--- config.mk ---
export PLATFORM = sky130hd
export DESIGN_NAME = reg_file_scoreboard
export DESIGN_NICKNAME = d
export VERILOG_FILES = /design/src/rtl/reg_file_scoreboard.sv
export SDC_FILE = /design/constraint.sdc
export NUM_CORES = 2
export LEC_CHECK = 0
export ABC_CLOCK_PERIOD_IN_PS = 9600
export CAP_MARGIN = 20
export CORE_MARGIN = 2
export CORE_UTILIZATION = 56
export CTS_CLUSTER_DIAMETER = 80
export DETAILED_ROUTE_END_ITERATION = 6
export PLACE_DENSITY = 0.77
export SLEW_MARGIN = 10
export SYNTH_ARGS = -nofsm -noshare
export SYNTH_HDL_FRONTEND = slang
export SYNTH_SLANG_ARGS = --single-unit
--- constraint.sdc ---
create_clock -name clk -period 9.6 [get_ports clk]
set_input_delay 1.92 -clock clk [delete_from_list [all_inputs] [get_ports clk]]
set_output_delay 1.92 -clock clk [all_outputs]
set_load 0.02 [all_outputs]
--- src/rtl/reg_file_scoreboard.sv ---
// reg_file_scoreboard
// Decode-stage integer register file with a busy scoreboard, write-back bypass and a
// registered valid/ready operand stage feeding execute.
//
// Ports:
//   clk, reset                 clock, synchronous active-high reset
//   in_valid / in_ready        decoded instruction handshake (in_ready is combinational)
//   rs1_addr, rs2_addr         source register indices
//   rd_addr, rd_we             destination index and write intent
//   pc, imm                    instruction PC and decoded immediate
//   op1_sel, op2_sel           operand source selects
//   wb_en, wb_addr, wb_data    write-back port
//   out_valid / out_ready      operand bundle handshake towards execute
//   op1_data, op2_data         registered selected operands
//   out_rd_addr, out_rd_we     registered destination (rd_we gated off for x0)
//   busy_count                 number of registers marked busy
module reg_file_scoreboard #(
   parameter int unsigned     XLEN     = 32,
   parameter int unsigned     NREG     = 32,
   parameter int unsigned     AW       = $clog2(NREG),
   parameter int unsigned     SP_INDEX = 2,
   parameter logic [XLEN-1:0] SP_RESET = XLEN'(32'h100)
) (
   input  logic            clk,
   input  logic            reset,
   input  logic            in_valid,
   output logic            in_ready,
   input  logic [AW-1:0]   rs1_addr,
   input  logic [AW-1:0]   rs2_addr,
   input  logic [AW-1:0]   rd_addr,
   input  logic            rd_we,
   input  logic [XLEN-1:0] pc,
   input  logic [XLEN-1:0] imm,
   input  logic [1:0]      op1_sel,
   input  logic [2:0]      op2_sel,
   input  logic            wb_en,
   input  logic [AW-1:0]   wb_addr,
   input  logic [XLEN-1:0] wb_data,
   output logic            out_valid,
   input  logic            out_ready,
   output logic [XLEN-1:0] op1_data,
   output logic [XLEN-1:0] op2_data,
   output logic [AW-1:0]   out_rd_addr,
   output logic            out_rd_we,
   output logic [AW:0]     busy_count
);

   logic [XLEN-1:0] regs_q [NREG];
   logic [XLEN-1:0] regs_d [NREG];
   logic [NREG-1:0] busy_q, busy_d;
   logic [AW:0]     busy_count_q, busy_count_d;
   logic            out_valid_q, out_valid_d;
   logic [XLEN-1:0] op1_q, op1_d, op2_q, op2_d;
   logic [AW-1:0]   out_rd_addr_q, out_rd_addr_d;
   logic            out_rd_we_q, out_rd_we_d;

   logic            wb_live;
   logic            src1_used, src2_used, rd_live;
   logic            wb_hit1, wb_hit2, wb_hit_rd;
   logic [XLEN-1:0] rs1_val, rs2_val;
   logic            hazard, accept;

   // Write-back to x0 is a no-op, so it never bypasses or clears anything.
   assign wb_live   = wb_en && (wb_addr != '0);
   assign src1_used = (op1_sel == 2'd1) && (rs1_addr != '0);
   assign src2_used = (op2_sel == 3'd1) && (rs2_addr != '0);
   assign rd_live   = rd_we && (rd_addr != '0);
   assign wb_hit1   = wb_live && (wb_addr == rs1_addr);
   assign wb_hit2   = wb_live && (wb_addr == rs2_addr);
   assign wb_hit_rd = wb_live && (wb_addr == rd_addr);

   assign rs1_val = wb_hit1 ? wb_data : regs_q[rs1_addr];
   assign rs2_val = wb_hit2 ? wb_data : regs_q[rs2_addr];

   // A register being written back this cycle is effectively no longer busy.
   assign hazard = (src1_used && busy_q[rs1_addr] && !wb_hit1) ||
                   (src2_used && busy_q[rs2_addr] && !wb_hit2) ||
                   (rd_live   && busy_q[rd_addr]  && !wb_hit_rd);

   assign in_ready = !hazard && (!out_valid_q || out_ready);
   assign accept   = in_valid && in_ready;

   always_comb begin
      regs_d = regs_q;
      if (wb_live) regs_d[wb_addr] = wb_data;
   end

   // Clear first, then set, so a same-cycle issue to the written register stays pending.
   always_comb begin
      busy_d = busy_q;
      if (wb_live) busy_d[wb_addr] = 1'b0;
      if (accept && rd_live) busy_d[rd_addr] = 1'b1;
      busy_count_d = '0;
      for (int unsigned i = 0; i < NREG; i++) begin
         busy_count_d = busy_count_d + (AW+1)'(busy_d[i]);
      end
   end

   always_comb begin
      out_valid_d   = out_valid_q;
      op1_d         = op1_q;
      op2_d         = op2_q;
      out_rd_addr_d = out_rd_addr_q;
      out_rd_we_d   = out_rd_we_q;
      if (accept) begin
         out_valid_d   = 1'b1;
         out_rd_addr_d = rd_addr;
         out_rd_we_d   = rd_live;
         case (op1_sel)
            2'd1:    op1_d = rs1_val;
            2'd2:    op1_d = pc;
            default: op1_d = '0;
         endcase
         case (op2_sel)
            3'd1:                   op2_d = rs2_val;
            3'd2, 3'd3, 3'd4, 3'd5: op2_d = imm;
            default:                op2_d = '0;
         endcase
      end else if (out_ready) begin
         out_valid_d = 1'b0;
      end
   end

   always_ff @(posedge clk) begin
      if (reset) begin
         for (int unsigned i = 0; i < NREG; i++) begin
            regs_q[i] <= (i == SP_INDEX) ? SP_RESET : '0;
         end
         busy_q        <= '0;
         busy_count_q  <= '0;
         out_valid_q   <= 1'b0;
         op1_q         <= '0;
         op2_q         <= '0;
         out_rd_addr_q <= '0;
         out_rd_we_q   <= 1'b0;
      end else begin
         regs_q        <= regs_d;
         busy_q        <= busy_d;
         busy_count_q  <= busy_count_d;
         out_valid_q   <= out_valid_d;
         op1_q         <= op1_d;
         op2_q         <= op2_d;
         out_rd_addr_q <= out_rd_addr_d;
         out_rd_we_q   <= out_rd_we_d;
      end
   end

   assign out_valid   = out_valid_q;
   assign op1_data    = op1_q;
   assign op2_data    = op2_q;
   assign out_rd_addr = out_rd_addr_q;
   assign out_rd_we   = out_rd_we_q;
   assign busy_count  = busy_count_q;

endmodule

======== After elaboration in Yosys (flattened, before gate mapping) ========
Cells that the tools add are included.
storage, ports and cells
  bits of input ports ..................... 127
  logic and storage cells ................. 156
  output and inout port bits .............. 78
  flip-flop bits (word level) ............. 1133
operators by class
  reductions and logical operators ........ 33
  bitwise gates (word level) .............. 6
  add/sub/neg operators ................... 31
  multiplexer cells ....................... 27
  equal/unequal tests ..................... 10
  $lt $le $gt $ge ......................... 10
operator list
  cell                                                                   number
  1024-bit bitwise mux                                                   1
  32-bit binary-select mux with 5-bit select                             2
  32-bit two-way mux                                                     9
  32-bit demux with 5-bit select                                         1
  6-bit by 1-bit adder with 6-bit output                                 26
  32-bit case mux with 2 select lines                                    2
  32-bit bitwise AND                                                     1
  32-bit inverter                                                        1
  32-bit OR                                                              1
  5-bit by 6-bit < comparator with 1-bit output, second input constant   4
  5-bit nonzero test                                                     4
  1-bit logical AND                                                      19
  6-bit >= comparator, second input constant                             3
  5-bit inverter with 6-bit output                                       3
  1-bit binary-select mux with 5-bit select                              3
  5-bit == test                                                          3
  1-bit demux with 5-bit select                                          2
  5-bit by 1-bit >= comparator with 1-bit output, second input constant  2
  1-bit two-way mux                                                      7
  5-bit by 1-bit adder with 6-bit output                                 1
  3-bit by 2-bit == test with 1-bit output, second input constant        2
  3-bit == test, second input constant                                   2
  6-bit by 1-bit < comparator with 1-bit output, second input constant   1
  4-bit by 1-bit adder with 5-bit output                                 1
  10 further kinds                                                       16

======== Depth between registers and ports, before layout ========
  word-level depth ........................ 43
  gate-level depth with buffers ........... 28
  mapped depth without buffers ............ 24

======== Least setup slack after synthesis ========
No wires, ideal clock.
  kind .................................... input-to-reg
  from .................................... input port wb_addr[1]
  to ...................................... register busy_count_q[4] (netlist: busy_count[4])
  path buffers ............................ 3
  cell stages on the path ................. 25
  slack ................................... 1.030 ns
  setup time .............................. 0.128 ns
  data arrival time ....................... 8.442 ns
  data required time ...................... 9.472 ns
  path through ............................ buf_2 -> xor2_1 -> a2111o_1 -> o21ai_1 -> o21ai_0 -> a32o_2 -> nor2_1 -> buf_2 -> buf_4 -> a32oi_1 -> fa_1 -> fa_1 -> inv_1 -> fa_1 -> inv_1 -> fa_1 -> fa_1 -> fa_1 -> inv_1 -> ha_1 -> fa_1 -> a21o_1 -> a21oi_1 -> xor2_1 -> nor2_1
on the way
  cells in the longest elaborated chain, start to end .. 43
  elaborated cells between the ends (all ways) .. 61
  those cells by class .................... add/sub: 31; order compare: 2; eq/ne: 3; mux: 4; bitwise: 3; reduce/logical: 18
RTL lines
  item                                                                                                    RTL line  text
  start: declaration                                                                                      37        input logic [AW-1:0] wb_addr,
  parallel branches: the longest is 11 deep, another holds 5-bit by 6-bit < comparator with 1-bit output  --
  32-bit two-way mux (*)                                                                                  92        if (accept && rd_live) busy_d[rd_addr] = 1'b1;
  1-bit by 1-bit adder with 2-bit output                                                                  95        busy_count_d = busy_count_d + (AW+1)'(busy_d[i]);
  2-bit by 1-bit adder with 3-bit output                                                                  95
  3-bit by 1-bit adder with 4-bit output                                                                  95
  4-bit by 1-bit adder with 5-bit output                                                                  95
  5-bit by 1-bit adder with 6-bit output                                                                  95
  6-bit by 1-bit adder with 6-bit output (25 in a row)                                                    95
  6-bit by 1-bit adder with 6-bit output (*)                                                              95
  end signal: assignment                                                                                  139       busy_count_q <= busy_count_d;
  end: declaration                                                                                        51        logic [AW:0] busy_count_q, busy_count_d;
Mark *: on every way between the ends.
A chain may end at the register's enable or synchronous reset.

======== Worst setup path in the final report ========
  from .................................... input port rd_addr[1]
  to ...................................... register busy_count_q[4] (netlist: busy_count[4])
on the way
  cells in the longest elaborated chain, start to end .. 41
  elaborated cells between the ends (all ways) .. 52
  those cells by class .................... add/sub: 31; order compare: 2; eq/ne: 1; mux: 5; bitwise: 1; reduce/logical: 12
RTL lines
  item                                                                     RTL line  text
  start: declaration                                                       30        input logic [AW-1:0] rd_addr,
  1-bit binary-select mux with 5-bit select, or another cell as far along  78        (rd_live && busy_q[rd_addr] && !wb_hit_rd);
  1-bit two-way mux (not written as such), or another cell as far along    78
  1-bit logical AND or 1-bit logical NOT (tied branches)                   78
  1-bit logical AND                                                        78
  1-bit logical OR                                                         77        (src2_used && busy_q[rs2_addr] && !wb_hit2) ||
  1-bit logical NOT                                                        80        assign in_ready = !hazard && (!out_valid_q || out_ready);
  1-bit logical AND                                                        80
  1-bit logical AND                                                        81        assign accept = in_valid && in_ready;
  1-bit logical AND                                                        92
  32-bit two-way mux (*)                                                   92
  1-bit by 1-bit adder with 2-bit output                                   95
  2-bit by 1-bit adder with 3-bit output                                   95
  3-bit by 1-bit adder with 4-bit output                                   95
  4-bit by 1-bit adder with 5-bit output                                   95
  5-bit by 1-bit adder with 6-bit output                                   95
  6-bit by 1-bit adder with 6-bit output (25 in a row)                     95
  6-bit by 1-bit adder with 6-bit output (*)                               95
Mark *: on every way between the ends. The rest lies on a longest branch, timed or not. The select of a mux whose other input is x is not followed.

==> metrics.yaml <==
outcome:
  status: "finished with violations"
  violations: "DRC, slew limit"
global_routing:
  grt_pass1_wl_mm: 351.4
  grt-ovfl-total: 0
  antenna_found_initial: 11
  grt_max_degree: 248
  track_usage_pct: 44.54
  grt_pass1_vias: 53655
yosys:
  synth_area_per_cell_um2: 8.653
  syn_area_um2: 57950
  syn_inst: 6697
  synth-seq-cells: 1133
  ys.warnings.count: 0
  synth_edf_count: 0
  yosysSeqAreaShare_pct: 39.14
  ys_types: 66
  synth_async_sr_flop_share_pct: 0
  yosys-top-cells-area: "dfxtp_1 (39%), mux4_2 (15%), nand2_1 (14%)"
  synth_top_area_share_pct: 39.14
  synthFlopType: "dfxtp_1"
  syn_nets: 6857
  yosys.area.top_type: "dfxtp_1"
run:
  cap_viol_max_count: 0
hold_path:
  worstHoldStart: "regs_q[167]"
  whs_endpoint: "regs_q[167]"
  whs_path_depth: 2
  hp-class: "flop to flop"
clock_network:
  post-cts-setup-buffers: 0
  cts_inserted_buffers: 116
  h-tree-depth: 3
  cts_resized: 0
  clkTransAtPathRegs_ps: 60
  cts_root_buffer: "clkbuf_16"
  clk_latency_ps: 740
  cts_buffer_depth: 3
  cts_tree: "done"
  ctsHoldBuffers: 0
  cts.sinks: 1133
pwr:
  power_density_nw_per_um2: 165.5
  ir_worst_vdd_mv: 0.1630
  leakagePower_uw: 0.02113
sta:
  hold_slack_ps: 465.7
  setup_ws_ps: 1073
  rsz0062_at_grt: "false"
  fin_crit_ps: 8527
  period_share_pct: 88.83
  setup_viol_count_final: 0
  hold_viol_final: 0
  fin_worst_skew_ps: 37.86
  drv_slew: 10
  worstMarginPinSlew_ps: 1864
  maxSlewHeadroom_pct: -24.27
  fmax_mhz: 117.3
  finalSetupTns_ps: 0
route:
  vias: 57222
  ant_nets: 0
  drc: 33
  wire_per_inst_um: 30.79
  drt_first_iter_violations: 12040
  avgViaCountPerCell: 7.178
  wl_mm: 245.5
  drtPass1Iterations: 7
cells_and_area:
  fillerInstances: 8448
  syn2layout_area_growth_pct: 11.79
  drive_above_1_share_pct: 14.04
  layout.cells.non_filler: 7972
  layout.nets: 6635
setup_path:
  max_stage_delay_ps: 560
  timing.rr.end: "busy_count[4]"
  cp.required_ps: 10170
  cp_max_fo: 16
  path_common_cell: "fa_1"
  path_class: "input pin to flop"
  path_cells: "clkdlybuf4s50_1 > buf_4 > mux2i_1 > o22ai_1 > a22o_1 > nor4_2 > o21ai_2 > nor2_4 > a32oi_1 > fa_1 > fa_1 > inv_1 > fa_1 > inv_1 > fa_1 > fa_1 > fa_1 > inv_1 > ha_1 > fa_1 > a21o_1 > a21oi_1 > xor2_1 > nor2_1"
  cp-end-kind: "flop"
  startpoint_type: "input pin"
  crit_slowest_cell: "clkdlybuf4s50_1"
  timing.rr.start: "busy_q[23]"
  rr_worst_depth: 22
  cp.arrival_ps: 9090
  rrSetupSlack_ps: 2500
die:
  ios: 205
  core_um2: 103100
  initial_core_util_pct: 56.23
  die_w_um: 325.7
  dieHeight_um: 325.7
  fp-row-count: 118
  design.die.area_um2: 106100
placed_design:
  dp_worst_setup_slack_ps: 377.9
  placed_cells: 7732
  portBuffers: 204
  hpwl_mm: 136.7
  finalWeightedCongestion: 0.9650
## stage by stage
stage / instance area, um^2 / total power, uW / utilization [%]
2_1_floorplan: 57950 / 5506 / -
3_3_place_gp: 60670 / 5923 / 58.87
3_5_place_dp: 60670 / 5930 / 58.87
4_1_cts: 64710 / 10610 / 62.79
5_1_grt: 64770 / 10880 / 62.85
6_report: 64790 / 10720 / 62.87
## worst max path at each step
stage                           from  slack (ps)       endpoint  cells past startpoint
after CTS                 rd_addr[1]        1110  busy_count[4]                     24
after detailed placement  rd_addr[1]         380  busy_count[4]                     24
after global placement    rd_addr[1]         430  busy_count[4]                     24
final                     rd_addr[1]        1070  busy_count[4]                     24
after global routing      rd_addr[1]         700  busy_count[4]                     24
after floorplan           wb_addr[1]        1030  busy_count[4]                     25
## Yosys cell counts, types with 28 or more instances
cell,count
a211oi_1,126
a21oi_1,1117
a221o_1,28
a222oi_1,38
a22o_1,52
a22oi_1,65
buf_1,46
buf_2,79
clkbuf_1,582
dfxtp_1,1133
inv_1,32
mux2i_1,256
mux4_2,395
nand2_1,2095
nand4_1,36
nor2_1,62
nor2b_1,57
o21ai_0,43
o221ai_1,88
o22ai_1,41
## cell usage in the layout, fill, tap and decap left out, types with 27 or more instances in the layout
master           Yosys  routed
nand2_1           2095    2064
dfxtp_1           1133    1133
a21oi_1           1117    1116
mux4_2             395     395
mux2i_1            256     256
clkdlybuf4s50_1      0     193
buf_4               15     173
a211oi_1           126     125
clkbuf_16            0     118
o221ai_1            88      88
a22oi_1             65      65
nor2b_1             57      52
a22o_1              52      52
o21ai_0             43      43
o22ai_1             41      41
a222oi_1            38      38
nand4_1             36      36
nor2_4               0      33
inv_1               32      32
nand2_2              1      32
clkbuf_8             0      32
clkinv_2             0      29
nor2_1              62      28
a221o_1             28      28
nand2b_1            27      27
mux2_2              27      27
## cells by family after synthesis
logic type	count (synthesis)	synth area share [%]
and+or+nand+nor	2394	16.62
xor gates and xnor gates	19	0.2872
muxes	678	20.30
AOI/OAI and AO/OA	1679	17.41
adders and majority gates	33	1.023
buffers and inverters	761	5.231
DFF	1133	39.14
## layout make-up
type	instances	area [um^2]	share of cell area [%]
Sequential cell	1133	22680	35.01
Antenna cell	17	42.54	0.06566
Tap cell	1380	1727	2.665
Clock buffer	165	3450	5.325
Timing Repair Buffer	388	3501	5.404
Clock inverter	53	588.1	0.9077
Inverter	33	123.9	0.1912
Multi-Input combinational cell	4803	32670	50.43
## flip-flops by register name, summed over array words and instances (netlist names)
| signal | flops |
|---|---|
| busy_count | 6 |
| op1_data | 32 |
| out_rd_addr | 5 |
| regs_q | 1024 |
| out_valid | 1 |
| out_rd_we | 1 |
| busy_q | 32 |
| op2_data | 32 |
## report_power, final
group | switching (uW) | internal [uW]
Combinational | 772 | 337
Clock | 2060 | 2770
Sequential | 38.4 | 4750
Total | 2870 | 7860
## critical path: cells and delay by family
kind | cells | cell delay (ps)
adder cells (fa/ha/maj) | 8 | 3750
XOR/XNOR | 1 | 170
AO/OA/AOI/OAI | 6 | 1150
AND/OR/NAND/NOR | 3 | 860
buffers and inverters | 5 | 960
multiplexers | 1 | 270
## layer usage
layer	up-vias	share of wire, %	track usage [%]
met5	-	0.21	2.972
met4	19	8.9	32.37
met3	1534	18	19.25
met2	5399	41	63.08
met1	27006	33	53.67
li1	23264	-	-
No activity file was read; power rests on OpenSTA's default activity.
